==> config.mk <==
export PLATFORM = sky130hd
export DESIGN_NAME = lsu_mem
export DESIGN_NICKNAME = d
export VERILOG_FILES = /design/src/rtl/lsu_mem.sv
export SDC_FILE = /design/constraint.sdc
export NUM_CORES = 1
export LEC_CHECK = 0
export CAP_MARGIN = 20
export CORE_UTILIZATION = 40
export CTS_BUF_LIST = sky130_fd_sc_hd__clkbuf_8
export DETAILED_ROUTE_END_ITERATION = 10
export PLACE_DENSITY = 0.76
export REMOVE_ABC_BUFFERS = 1
export SYNTH_ARGS = -nofsm -noshare
export SYNTH_HDL_FRONTEND = slang
export SYNTH_SLANG_ARGS = --single-unit
==> constraint.sdc <==
create_clock -name clk -period 1.5 [get_ports clk]
set_input_delay 0.225 -clock clk [delete_from_list [all_inputs] [get_ports clk]]
set_output_delay 0.225 -clock clk [all_outputs]
set_load 0.01 [all_outputs]
==> src/rtl/lsu_mem.sv <==
// lsu_mem: load/store unit in front of a byte-addressed data memory with a
// 24-bit big-endian word view. Handles word loads/stores, byte loads with
// optional sign extension, and byte stores via read-modify-write. One request
// is in flight at a time; completion is a single-cycle response pulse.
module lsu_mem #(
    parameter int MEM_BYTES = 256
) (
    input  logic        clk,
    input  logic        rst_n,
    input  logic        req_valid,
    output logic        req_ready,
    input  logic        req_we,
    input  logic        req_byte,
    input  logic        req_sext,
    input  logic [23:0] req_addr,
    input  logic [23:0] req_wdata,
    input  logic [3:0]  req_rd,
    output logic        resp_valid,
    output logic [23:0] resp_data,
    output logic [3:0]  resp_rd,
    output logic        resp_err,
    output logic [23:0] dm_add,
    output logic [23:0] dm_data_in,
    output logic        dm_wen,
    input  logic [23:0] dm_data_out
);

    typedef enum logic [2:0] {
        S_IDLE,
        S_RD,
        S_WR,
        S_RMW_RD,
        S_RMW_WR,
        S_RESP
    } state_t;

    // Highest address at which a full 3-byte word still fits in memory.
    localparam logic [23:0] MAX_ADDR = 24'(MEM_BYTES - 3);

    state_t      r_state;
    state_t      w_next;

    logic        r_byte;
    logic        r_sext;
    logic [23:0] r_addr;
    logic [23:0] r_wdata;
    logic [3:0]  r_rd;
    logic        r_err;
    logic [23:0] r_data;

    logic        w_accept;
    logic        w_rangeErr;
    logic [23:0] w_loadByte;

    assign w_accept   = req_valid && (r_state == S_IDLE);
    assign w_rangeErr = (req_addr > MAX_ADDR);
    assign w_loadByte = r_sext ? {{16{dm_data_out[23]}}, dm_data_out[23:16]}
                               : {16'h0000, dm_data_out[23:16]};

    // State register; reset drops any transaction and forces IDLE at once.
    always_ff @(posedge clk or negedge rst_n) begin
        if (!rst_n) begin
            r_state <= S_IDLE;
        end else begin
            r_state <= w_next;
        end
    end

    // Next-state decode plus all outputs, which are pure functions of state.
    always_comb begin
        w_next     = r_state;
        req_ready  = 1'b0;
        resp_valid = 1'b0;
        resp_data  = 24'h000000;
        resp_rd    = 4'h0;
        resp_err   = 1'b0;
        dm_add     = 24'h000000;
        dm_data_in = 24'h000000;
        dm_wen     = 1'b0;
        case (r_state)
            S_IDLE: begin
                req_ready = 1'b1;
                if (req_valid) begin
                    if (w_rangeErr) begin
                        w_next = S_RESP;
                    end else if (!req_we) begin
                        w_next = S_RD;
                    end else if (req_byte) begin
                        w_next = S_RMW_RD;
                    end else begin
                        w_next = S_WR;
                    end
                end
            end
            S_RD: begin
                dm_add = r_addr;
                w_next = S_RESP;
            end
            S_WR: begin
                dm_add     = r_addr;
                dm_data_in = r_wdata;
                dm_wen     = 1'b1;
                w_next     = S_RESP;
            end
            S_RMW_RD: begin
                dm_add = r_addr;
                w_next = S_RMW_WR;
            end
            S_RMW_WR: begin
                dm_add     = r_addr;
                dm_data_in = {r_wdata[7:0], r_data[15:0]};
                dm_wen     = 1'b1;
                w_next     = S_RESP;
            end
            S_RESP: begin
                resp_valid = 1'b1;
                resp_data  = r_data;
                resp_rd    = r_rd;
                resp_err   = r_err;
                w_next     = S_IDLE;
            end
            default: begin
                w_next = S_IDLE;
            end
        endcase
    end

    // Request latch and data capture; r_data holds the RMW old word, then the result.
    always_ff @(posedge clk or negedge rst_n) begin
        if (!rst_n) begin
            r_byte  <= 1'b0;
            r_sext  <= 1'b0;
            r_addr  <= 24'h000000;
            r_wdata <= 24'h000000;
            r_rd    <= 4'h0;
            r_err   <= 1'b0;
            r_data  <= 24'h000000;
        end else begin
            if (w_accept) begin
                r_byte  <= req_byte;
                r_sext  <= req_sext;
                r_addr  <= req_addr;
                r_wdata <= req_wdata;
                r_rd    <= req_rd;
                r_err   <= w_rangeErr;
                r_data  <= 24'h000000;
            end else begin
                case (r_state)
                    S_RD:     r_data <= r_byte ? w_loadByte : dm_data_out;
                    S_RMW_RD: r_data <= dm_data_out;
                    S_RMW_WR: r_data <= 24'h000000;
                    default:  r_data <= r_data;
                endcase
            end
        end
    end

endmodule

# After elaboration in Yosys (flattened, before gate mapping)
# Cells that the tools add are included.
[op_classes] order_cmp=1 eq_ne=6 mux=17 reduce_logical=6
[ops] cell="two-way mux 24 bit" n=5
[ops] cell="one-hot mux 24 bit (3 select lines)" n=1
[ops] cell="one-hot mux 24 bit (2 select lines)" n=1
[ops] cell="greater-than comparator 24 x 8 -> 1 bit (second input constant)" n=1
[ops] cell="one-hot mux 3 bit (3 select lines)" n=1
[ops] cell="equality test 3 x 2 -> 1 bit (second input constant)" n=2
[ops] cell="equality test 3 bit (second input constant)" n=2
[ops] cell="two-way mux 3 bit" n=2
[ops] cell="two-way mux 1 bit" n=5
[ops] cell="two-way mux 4 bit" n=1
[ops] cell="nonzero test 4 bit" n=1
[ops] cell="OR reduction 4 bit" n=1
[ops] cell="equality test 3 x 1 -> 1 bit (second input constant)" n=1
[ops] cell="zero test 3 bit" n=1
[ops] cell="OR reduction 3 bit" n=1
[ops] cell="two-way mux 2 bit" n=1
[ops] cell="!= test 2 bit (second input constant)" n=1
[ops] cell="OR reduction 2 bit" n=1
[ops] cell="logical AND 1 bit" n=1
[word_totals] reg_bits=82 inputBits=82

# Logic depth before layout (Yosys ltp)
[logic_depth] word_depth=5 ltp_mapped=6

# Worst setup path before layout
# No wires, ideal clock.
[synth_path] path_type="register to output" from="register r_state[0]" to="output port dm_add[10]" t_arrival_ns=1.349 required_ns=1.275 setup_slack_ns=-0.074 stages_incl_launch_ff=6 path_buffers=3 path_cell_list="dfrtp_1 > buf_6 > or3_1 > buf_2 > clkbuf_1 > and3_1"
[synth_via] elab_chain_len=3 word_cells_on_any_way=6 cone_classes="4 x eq/ne; 1 x mux; 1 x reduce/logical"
[synth_rtl] item="from (decl)" line="40" source="state_t r_state;"
[synth_rtl] item="from (signal assigned)" line="65" source="r_state <= w_next;"
[synth_rtl] item="equality test 3 bit (tied with other cells)" line="80" source="case (r_state)"
[synth_rtl] item="OR reduction 4 bit (no source line) *"
[synth_rtl] item="two-way mux 24 bit *" line="80"
[synth_rtl] item="to (decl)" line="22" source="output logic [23:0] dm_add,"
# Mark *: on every way between the ends. The rest lies on a longest branch, timed or not.

# Worst setup path in the final report
[layout_path] from="register r_state[0]" to="output port resp_data[1]"
[layout_via] elab_chain_len=2
[layout_rtl] item="equality test 3 bit" line="80"
[layout_rtl] item="two-way mux 24 bit" line="80"
[layout_rtl] item="to (decl)" line="19" source="output logic [23:0] resp_data,"
# No other way between the ends.

==> flow_summary.toml <==
[synth]
ys_ff_latch = 82
ys_warn_count = 0
synthCells = 309
ys.flop_type = "dfrtp_1"
syn_area_um2 = 3970
syn_avg_cell_area_um2 = 12.9
synth_enable_flop_cells = 0
ys_types = 34
synth-xor-area-share_pct = 0
synth_top_area_share_pct = 51.7
synth_top_family_by_area = "multiplexers"
ys_seq_area_share_pct = 51.7
async_reset_ff_share_pct = 100
synth_fa_ha_area_share_pct = 0
yosys.area_share.simple_pct = 12.9
synthMuxAreaShare_pct = 17.3
synth_area_leaders = "dfrtp_1 52%, mux2_1 7.7%, mux2_2 7.7%"
synth_top_area_cell = "dfrtp_1"
synth_compound_area_share_pct = 13.4

[route]
finalWirelength_mm = 14.8
num_vias = 3686
viasPerCell = 5.45
wl_per_cell_um = 21.9
drtAntennaViolNets = 0
remaining_drc_errors = 0
drtIter0Drc = 118
first_pass_iters = 4

[setup_path]
worst_ep_arrival_time_ns = 1.79
crit_chain = "buf_4 > and3_4 > buf_12 > buf_16 > buf_12 > and2_1 > buf_2"
critical-path-top-delay-family = "buffers and inverters"
crit_type = "reg2out"
worstPathRequired_ns = 1.27
cp-start-kind = "flip-flop"
cp_slowest_cell = "dfrtp_2"
crit_fanout = 4
cpMostUsedCell = "buf_12"
worst-path-buf-inv = 5
critPathCaptureType = "output port"
max_stage_delay_ns = 0.45

[sta]
worst_clock_skew_ns = 0.0115
fin_crit_ns = 2.02
finalHoldViolCount = 0
tns_ns = -58.44
tightest_slew_ns = 0.393
fin_crit_sh_pct = 135
rsz0062_at_grt = "true"
fmax_mhz = 495
slew_headroom_pct = 73.8
slew_violations = 0
finalSetupViolCount = 154
worst_slack_ns = -0.519

[global_route]
grt_pass1_vias = 3796
grt_pass1_wl_mm = 20.5
antenna_found_initial = 0
grt_max_degree = 39
grtUsageTotal_pct = 26.6
grt_overflow = 0

[worst_hold_path]
worst_hold_path_type = "in2async"

[cts]
cts_buffer_depth = 2
cts_tree = "yes"
clk_pin_slew_ns = 0.10
clock_latency_ns = 0.36
cts_root_buffer = "clkbuf_8"
h-tree-depth = 3
cts.sinks = 82
cts_buffers = 9

[job]
cap_violations = 0

[floorplanning]
design.die.area_um2 = 10300
die_x_um = 102
dieHeight_um = 102
initial_core_util_pct = 41.0
rows = 36
design.portCount = 162
core_um2 = 9680

[final_layout]
num_antenna_cells = 0
drive_above_1_share_pct = 52.7
final_area_um2 = 7250
post-route-util_pct = 74.9
syn_to_final_growth_pct = 82.7
final_net_count = 620

[power_and_ir_drop]
peakVddDrop_v = 0.00119
total_power_mw = 15.3
p_leak_nw = 3.36
power.density_nw_per_um2 = 2100

[placement]
post_dp_cell_area_um2 = 5930
port_buffers = 161
place_congestion = 0.749
hpwl_mm = 7.66

[outcome]
outcome = "finished, violations left"
violations = "negative setup slack"
==> metal layers <==
layer / vias up / global-route usage, % / part of all wire, %
met4: 0 / 8.25 / 2.3
met2: 163 / 45.1 / 49
met3: 25 / 7.87 / 8.3
li1: 1630 / - / -
met5: - / 0 / 0
met1: 1868 / 32.6 / 40
==> cell usage in the layout (no fill, tap or decap), types with 4 or more instances in the layout <==
cell type and n:
o31a_4 4, clkdlybuf4s50_1 80, buf_6 64, buf_2 42, mux2i_1 8, mux2_4 54
buf_16 9, clkbuf_16 4, buf_12 14, and3_4 25, nor4_1 4, buf_4 25
and2_1 19, clkbuf_8 9, a221o_1 15, and2_4 10, o2bb2ai_1 9, a22o_1 24
dfrtp_1 81
==> logic make-up after synthesis <==
group,after synthesis
multiplexers,62
AO/OA/AOI/OAI,57
buffers and inverters,30
flip-flops,82
AND/OR/NAND/NOR,78
==> area by class of cell <==
class | count | area, um2
clock buffers | 9 | 124
clock inverters | 7 | 78.8
fillers | 637 | 2430
inverters | 3 | 13.8
multi-input cells | 200 | 2220
flip-flops and latches | 82 | 2050
well taps | 133 | 166
repair buffers | 242 | 2600
==> worst paths after layout <==
path / to / startpoint / depth (start not counted) / slack (ns)
setup / recovery: resp_data[1] / r_state[0]$_DFFE_PN0P_ / 7 / -0.52
setup reg to reg: r_rd[2]$_DFFE_PN0P_ / r_state[0]$_DFFE_PN0P_ / 8 / -0.45
min in group clk: r_wdata[10]$_DFFE_PN0P_ / req_wdata[10] / 2 / 0.47
hold / removal: r_wdata[4]$_DFFE_PN0P_ / rst_n / 2 / 0.32
hold reg to reg: r_data[23]$_DFFE_PN0P_ / r_data[23]$_DFFE_PN0P_ / 1 / 0.49
max in group asynchronous: r_state[0]$_DFFE_PN0P_ / rst_n / 3 / 0.65
==> state kept, by name, summed over array words and instances, names as in the netlist <==
name     cells
r_addr      24
r_sext       1
r_wdata     24
r_err        1
r_state      3
r_rd         4
r_data      24
r_byte       1
==> cells in the mapped netlist, drive strengths merged, types with 2 or more instances <==
cell and count:
mux2 54, o21ai 2, buf 18, nand2b 2, o2bb2ai 9, clkbuf 9
nor2 4, and3 26, and2 29, nor4 4, and4 3, inv 3
nand2 3, a221o 15, mux2i 8, a31oi 3, a22o 24, dfrtp 82
==> timing repair <==
action                     in CTS  in global routing
resized for setup             414                108
pin swaps                      16                 25
hold endpoints to repair       21                  0
buffers inserted               27                  8
hold buffers                    1                  0
setup endpoints to repair     157                160
gates cloned                   15                  6
==> through the flow <==
step	hold slack (ns)	instances	worst slack, ns
after floorplan	-0.0706	282	-1.51
after global placement	0.148	611	-0.411
after detailed placement	0.155	611	-0.470
after CTS	0.311	669	-0.557
after global routing	0.344	676	-0.582
final	0.316	676	-0.519
==> power by group <==
group          total, mW  internal, mW  switching (mW)
Clock               1.65         0.780           0.874
Combinational       9.66          6.05            3.62
Sequential          3.94          3.23           0.718
No activity file was read; power rests on OpenSTA's default activity.
